**config.mk**
```make
export PLATFORM = sky130hd
export DESIGN_NAME = div_out_monitor
export DESIGN_NICKNAME = d
export VERILOG_FILES = /design/src/rtl/div_out_monitor.sv
export SDC_FILE = /design/constraint.sdc
export NUM_CORES = 1
export LEC_CHECK = 0
export BUFFER_PORTS_ARGS = -buffer_cell sky130_fd_sc_hd__buf_2
export CAP_MARGIN = 40
export CORE_MARGIN = 4
export CORE_UTILIZATION = 60
export CTS_CLUSTER_DIAMETER = 200
export CTS_CLUSTER_SIZE = 16
export DETAILED_ROUTE_END_ITERATION = 8
export PLACE_DENSITY = 0.81
export SLEW_MARGIN = 20
export SYNTH_ARGS = -nofsm -noshare
export SYNTH_HDL_FRONTEND = slang
export SYNTH_SLANG_ARGS = --single-unit
export TNS_END_PERCENT = 10
```
**constraint.sdc**
```tcl
create_clock -name clk -period 5.91 [get_ports clk]
set_input_delay 1.182 -clock clk [delete_from_list [all_inputs] [get_ports clk]]
set_output_delay 1.182 -clock clk [all_outputs]
set_load 0.005 [all_outputs]
```
**src/rtl/div_out_monitor.sv**
```systemverilog
// Measures period and high time of a divided clock in clk cycles and checks them against an expected period.
// Latency: 3 clk edges from a div_in edge to detection; results register one edge after the closing rise. No backpressure.
module div_out_monitor #(
  parameter int CNT_W      = 16,
  parameter int LOCK_COUNT = 4,
  parameter int TOL        = 1
) (
  input  logic             clk,
  input  logic             rst,
  input  logic             div_in,
  input  logic [CNT_W-1:0] expected_period,
  input  logic             clear,
  output logic [CNT_W-1:0] period_out,
  output logic [CNT_W-1:0] high_out,
  output logic             valid,
  output logic             locked,
  output logic             err_sticky,
  output logic             stuck
);

  typedef enum logic [1:0] {
    IDLE = 2'd0,
    HIGH = 2'd1,
    LOW  = 2'd2
  } state_t;

  localparam int              MC_W     = 4;
  localparam logic [MC_W-1:0] LOCK_VAL = MC_W'(LOCK_COUNT);
  localparam logic [CNT_W:0]  TOL_VAL  = (CNT_W+1)'(TOL);

  state_t           state;
  logic             s1, s2, s3;
  logic             rise, fall;
  logic [CNT_W-1:0] cnt;
  logic [CNT_W-1:0] hi_cnt;
  logic [MC_W-1:0]  match_cnt;
  logic [MC_W-1:0]  match_inc;
  logic [CNT_W:0]   cnt_ext, exp_ext, diff;
  logic             match;
  logic             cnt_full;

  // div_in is asynchronous; s3 only provides edge history
  always_ff @(posedge clk or negedge rst) begin
    if (!rst) begin
      s1 <= 1'b0;
      s2 <= 1'b0;
      s3 <= 1'b0;
    end else begin
      s1 <= div_in;
      s2 <= s1;
      s3 <= s2;
    end
  end

  assign rise     = s2 & ~s3;
  assign fall     = ~s2 & s3;
  assign cnt_full = &cnt;

  // Absolute difference one bit wider than the counter so it cannot wrap
  always_comb begin
    cnt_ext = {1'b0, cnt};
    exp_ext = {1'b0, expected_period};
    diff    = (cnt_ext >= exp_ext) ? (cnt_ext - exp_ext) : (exp_ext - cnt_ext);
  end

  assign match     = (diff <= TOL_VAL);
  assign match_inc = (match_cnt == LOCK_VAL) ? match_cnt : match_cnt + 1'b1;

  always_ff @(posedge clk or negedge rst) begin
    if (!rst) begin
      state      <= IDLE;
      cnt        <= '0;
      hi_cnt     <= '0;
      match_cnt  <= '0;
      period_out <= '0;
      high_out   <= '0;
      valid      <= 1'b0;
      locked     <= 1'b0;
      err_sticky <= 1'b0;
      stuck      <= 1'b0;
    end else begin
      valid <= 1'b0;
      if (clear) begin
        state      <= IDLE;
        cnt        <= '0;
        match_cnt  <= '0;
        locked     <= 1'b0;
        err_sticky <= 1'b0;
        stuck      <= 1'b0;
      end else begin
        if (rise) begin
          cnt <= {{(CNT_W-1){1'b0}}, 1'b1};
        end else if (!cnt_full) begin
          cnt <= cnt + 1'b1;
        end

        if (rise) begin
          stuck <= 1'b0;
          case (state)
            IDLE: state <= HIGH;
            LOW: begin
              state      <= HIGH;
              period_out <= cnt;
              high_out   <= hi_cnt;
              valid      <= 1'b1;
              if (match) begin
                match_cnt <= match_inc;
                locked    <= (match_inc == LOCK_VAL);
              end else begin
                match_cnt <= '0;
                locked    <= 1'b0;
                if (locked) begin
                  err_sticky <= 1'b1;
                end
              end
            end
            // A rise while still high means a glitch got through; re-arm
            default: state <= IDLE;
          endcase
        end else if (cnt_full && (state != IDLE)) begin
          stuck     <= 1'b1;
          locked    <= 1'b0;
          match_cnt <= '0;
          state     <= IDLE;
        end else if (fall && (state == HIGH)) begin
          hi_cnt <= cnt;
          state  <= LOW;
        end
      end
    end
  end

endmodule

```
# Word level (Yosys, flattened, before mapping)
# Index checks and enable logic that the tools add are counted.
classes:
  addsub: 4
  n_eq_ne: 7
  mux: 31
  bitwise: 7
  n_shift: 0
  mul: 0
  order_cmp: 2
  div: 0
  reduce_logical: 15
op_table:
  columns: ["cell", "n"]
  rows:
  - ["2-to-1 mux 16 bit", 3]
  - ["subtractor 16 x 16 -> 17 bit", 2]
  - ["2-to-1 mux 4 bit", 6]
  - ["less-or-equal comparator 17 x 1 -> 1 bit (second input constant)", 1]
  - ["2-to-1 mux 1 bit", 17]
  - ["2-to-1 mux 17 bit", 1]
  - ["adder 16 x 1 -> 16 bit (second input constant)", 1]
  - ["greater-or-equal comparator 16 bit", 1]
  - ["AND reduction 16 bit", 1]
  - ["== test 4 x 3 -> 1 bit (second input constant)", 2]
  - ["2-to-1 mux 2 bit", 4]
  - ["AND reduction 4 bit", 2]
  - ["nonzero test 2 bit", 4]
  - ["inverter 1 bit", 5]
  - ["adder 4 x 1 -> 4 bit (second input constant)", 1]
  - ["nonzero test 4 bit", 1]
  - ["!= test 3 x 2 -> 1 bit (second input constant)", 1]
  - ["!= test 3 bit (second input constant)", 1]
  - ["AND reduction 3 bit", 1]
  - ["nonzero test 3 bit", 1]
  - ["AND 1 bit", 2]
  - ["== test 2 x 1 -> 1 bit (second input constant)", 1]
  - ["== test 2 bit (second input constant)", 1]
  - ["logical AND 1 bit", 2]
  - ["other kinds (4)", 4]
totals:
  word_cells: 79
  reg_bits: 77
  mem_bits_rw: 0
  output_inout_bits: 36
  latchBits: 0
  mem_bits_ro: 0
  n_memories: 0
  in_bits: 20

# Logic depth before layout (Yosys ltp)
logic_depth:
  word_depth: 7
  ltp_mapped: 13
  mapped_depth_nobuf: 13

# Least setup slack after synthesis
# OpenSTA, ideal clock, no wires.
synth_path:
  kind: "input -> register"
  from: "input expected_period[11]"
  to: "register err_sticky"
  n_path_buf: 2
  path_stages: 13
  setup_time_ps: 122
  path_slack_ps: 2014
  t_arrival_ps: 3775
  path_cell_list: "inv_1 > ha_1 > buf_4 > and4_1 > nand3_2 > o41ai_4 > a21o_1 > buf_6 > mux2_4 > o31a_1 > nor3_2 > nand3_1 > a32o_1"
synth_via:
  elab_chain_cells: 5
  elab_cells_between_ends: 7
  cone_classes: "2 x add/sub; 2 x order compare; 1 x eq/ne; 1 x mux; 1 x reduce/logical"
synth_lines:
  columns: ["element", "line_no", "source"]
  rows:
  - ["start: declaration", "11", "input logic [CNT_W-1:0] expected_period,"]
  - ["subtractor 16 x 16 -> 17 bit or greater-or-equal comparator 16 bit (tied branches)", "63", "diff = (cnt_ext >= exp_ext) ? (cnt_ext - exp_ext) : (exp_ext - cnt_ext);"]
  - ["2-to-1 mux 17 bit *", "63", null]
  - ["less-or-equal comparator 17 x 1 -> 1 bit *", "66", "assign match = (diff <= TOL_VAL);"]
  - ["!= test 2 bit (no line) *", null, null]
  - ["AND reduction 4 bit (no line) *", null, null]
  - ["end signal: assignment", "79", "err_sticky <= 1'b0;"]
  - ["end signal: assignment", "88", "err_sticky <= 1'b0;"]
  - ["end signal: assignment", "113", "err_sticky <= 1'b1;"]
  - ["end: declaration", "17", "output logic err_sticky,"]
# Every way passes the cells marked *; elsewhere a longest branch is shown, timed or not.
# A chain may end at the register's enable or synchronous reset.

# Worst setup path in the final report
layout_path:
  from: "input expected_period[5]"
  to: "register match_cnt[2]"
layout_via:
  elab_chain_cells: 7
  elab_cells_between_ends: 9
  cone_classes: "2 x add/sub; 2 x order compare; 5 x mux"
layout_lines:
  columns: ["element", "line_no", "source"]
  rows:
  - ["subtractor 16 x 16 -> 17 bit or greater-or-equal comparator 16 bit (tied branches)", "63", null]
  - ["2-to-1 mux 17 bit *", "63", null]
  - ["less-or-equal comparator 17 x 1 -> 1 bit *", "66", null]
  - ["2-to-1 mux 4 bit *", "106", "if (match) begin"]
  - ["2-to-1 mux 4 bit *", "99", "case (state)"]
  - ["2-to-1 mux 4 bit *", "97", "if (rise) begin"]
  - ["2-to-1 mux 4 bit *", "83", "if (clear) begin"]
  - ["end signal: assignment", "107", "match_cnt <= match_inc;"]
  - ["end: declaration", "36", "logic [MC_W-1:0] match_cnt;"]
# Every way passes the cells marked *; elsewhere a longest branch is shown, timed or not. The select of a mux whose other input is x is not followed.

==> summary.txt <==
final hold viol count: 0
Total Routing Usage GR: 28.4%
Slew Viols, Final: 0
start point of the critical path: expected_period[5]
first-pass GRT wire length: 22500 um
Final Non-Filler Cells: 706
# placed instances: 690
synth top area cells: dfrtp_1, ha_1, mux2_2, nand2_1, inv_1
endpoint class of the critical path: flip-flop
ANT cells: 0
P per Cell Area: 188 nW/um2
total setup buffers inserted after CTS: 0
Finish-stage setup viols: 0
Placer Congestion: 0.963
area of the core: 8300 um2
Worst Clk Skew: 0.0147 ns
number of synthesized flops with an enable pin: 0
clock buffer depth: 2
Peak VDD IR: 0.191 mV
final WL: 14000 um
#FFs+latches synth: 77
hpwl dp: 10600 um
area delta synth->final: 9.97%
post-synth top area share: 37.4%
type of origin of the critical path: primary input
P_leak: 2.75 nW
area leader, netlist: dfrtp_1
Slew HR: 55.1%
fmax: 231 MHz
Post-route DRC: 0
Synth warnings: 0
fin util: 68.3%
DIE AREA: 10100 um2
total grt overflow: 0
Tcrit/Tclk final: 73.3%
Iter 0 DRT Violations: 286
total CTS buffers: 9
share of cells above drive strength 1: 21.6%
Synth Cell Area: 5160 um2
hold_buf cts: 0
fin nets: 653
Clock transition at path regs: 0.10 ns
Chip Height: 101 um
detailed-route wire length per cell: 19.9 um
worst path required time: 6.18 ns
post-CTS resize count: 0
I/O Buffers: 55
commonest non-fill, non-tap cell in the layout: dfrtp_1
initial antenna violation count: 0
Initial Util: 62.1%
Skew-Pair Late Insertion Delay: 0.36 ns
# rows: 33
Sum Neg Setup Slack: 0 ns
sequential share of the synthesized area: 37.4%
H-tree Lvls: 3
most frequent cells in the layout: dfrtp_1, buf_2, nand2_1, inv_1
Min-Delay Path Class: reg2reg
final instance area: 5670 um2
FF-to-FF path depth: 10
Slew @ Worst Pin: 0.672 ns
DRT Pass-1 Iters: 5
vias in the first global route: 4455
Synth Instances: 551
# fillers: 669
# clock sinks: 77
IO Count: 56
Synth Flop Type: dfrtp_1
Vias: 4513
Max-cap violations: 0
post-synthesis cell type count: 73
Die W: 101 um
average size of a mapped cell: 9.36 um2
largest net degree at the start of global routing: 44
Async SR Flop Fraction: 100%
Syn Nets: 608
Worst Setup EP: match_cnt[2]
RR Endpoint: match_cnt[2]
root buffer cell: clkbuf_8
fin crit period: 4.33 ns
hold path depth: 0
outcome: finished, final reports clean
Routed Antenna Nets: 0
FF-to-FF setup slack: 2.00 ns
drt via density: 6.39
RSZ-0062 raised after global routing: false
Critical Path AT: 4.60 ns
PnR Total Power: 1.06 mW
CTS tree: done
Crit Path Max Fanout: 14
Worst R2R Start: cnt[10]
critical path class: in2reg
area of placed instances: 5480 um2
worst min-delay path by stage:
| stage | start | end | slack [ns] |
|---|---|---|---|
| after floorplan | s1 | s2 | 0.33 |
| after global placement | s1 | s2 | 0.33 |
| after detailed placement | s1 | s2 | 0.34 |
| after CTS | s1 | s2 | 0.36 |
| after global routing | s1 | s2 | 0.35 |
| final | s1 | s2 | 0.35 |
routing by layer:
layer	vias up	wire length, um	track usage (%)
met5	-	0	0
met4	0	426	11.4
met3	37	971	5.47
met2	207	6620	44.6
met1	2195	6010	38.7
li1	2074	-	-
report_power, final:
| group | switching (mW) | leakage (nW) | internal, mW |
|---|---|---|---|
| sequential | 0.00613 | 1.07 | 0.532 |
| clock | 0.219 | 0.0903 | 0.162 |
| combinational | 0.0949 | 1.59 | 0.0506 |
per-stage QoR:
step	setup WS, ns	hold WS [ns]
floorplan	2.01	0.331
global placement	1.39	0.332
detailed placement	1.32	0.340
CTS	1.61	0.357
global route	1.35	0.354
finish	1.58	0.352
registers in the layout, indices dropped and copies added (netlist names), 2 cells and up:
signal,cells
hi_cnt,16
high_out,16
cnt,16
state,2
match_cnt,4
period_out,16
synthesized netlist by cell type (5+ instances only):
cell      number
a21o_1        13
nor2_1        30
dfrtp_1       77
inv_1         48
nand3_1       13
nand2_1       50
ha_1          35
nand4_1       10
nor3_1        14
clkbuf_1      11
and4_1         5
mux2_2        33
o211ai_1       5
a21oi_1       33
xnor2_1       17
a211oi_1       6
o21ai_0       35
o22ai_1        5
nor4_1         5
buf_2          7
kinds of logic (layout without fill, tap and decap cells):
group,count (synthesis),after routing,share of synthesized area (%)
compound gates,150,150,20.3
fa+ha+maj,37,37,9.27
simple gates,156,156,15.4
buf+inv,72,122,5.77
xor+xnor,21,21,3.57
flops,77,77,37.4
mux,38,38,8.27
cell type report:
type                    count  area (um2)  share of cell area (%)
well taps                 105         131                    2.32
flip-flops and latches     77        1930                    34.0
multi-input cells         402        2930                    51.7
repair buffers             58         313                    5.52
clock buffers               9         124                    2.18
clock inverters             7        63.8                    1.13
inverters                  48         180                    3.18
worst max-delay path: stages:
cell	delay, ns
buf_2	0.09
inv_1	0.04
ha_1	0.59
nand4_2	0.21
a211o_1	0.36
a31oi_1	0.27
a21o_1	0.42
mux2_4	0.35
o31a_1	0.32
nor3_2	0.33
nand4_1	0.20
a22oi_1	0.23
No activity file was read; power rests on OpenSTA's default activity.
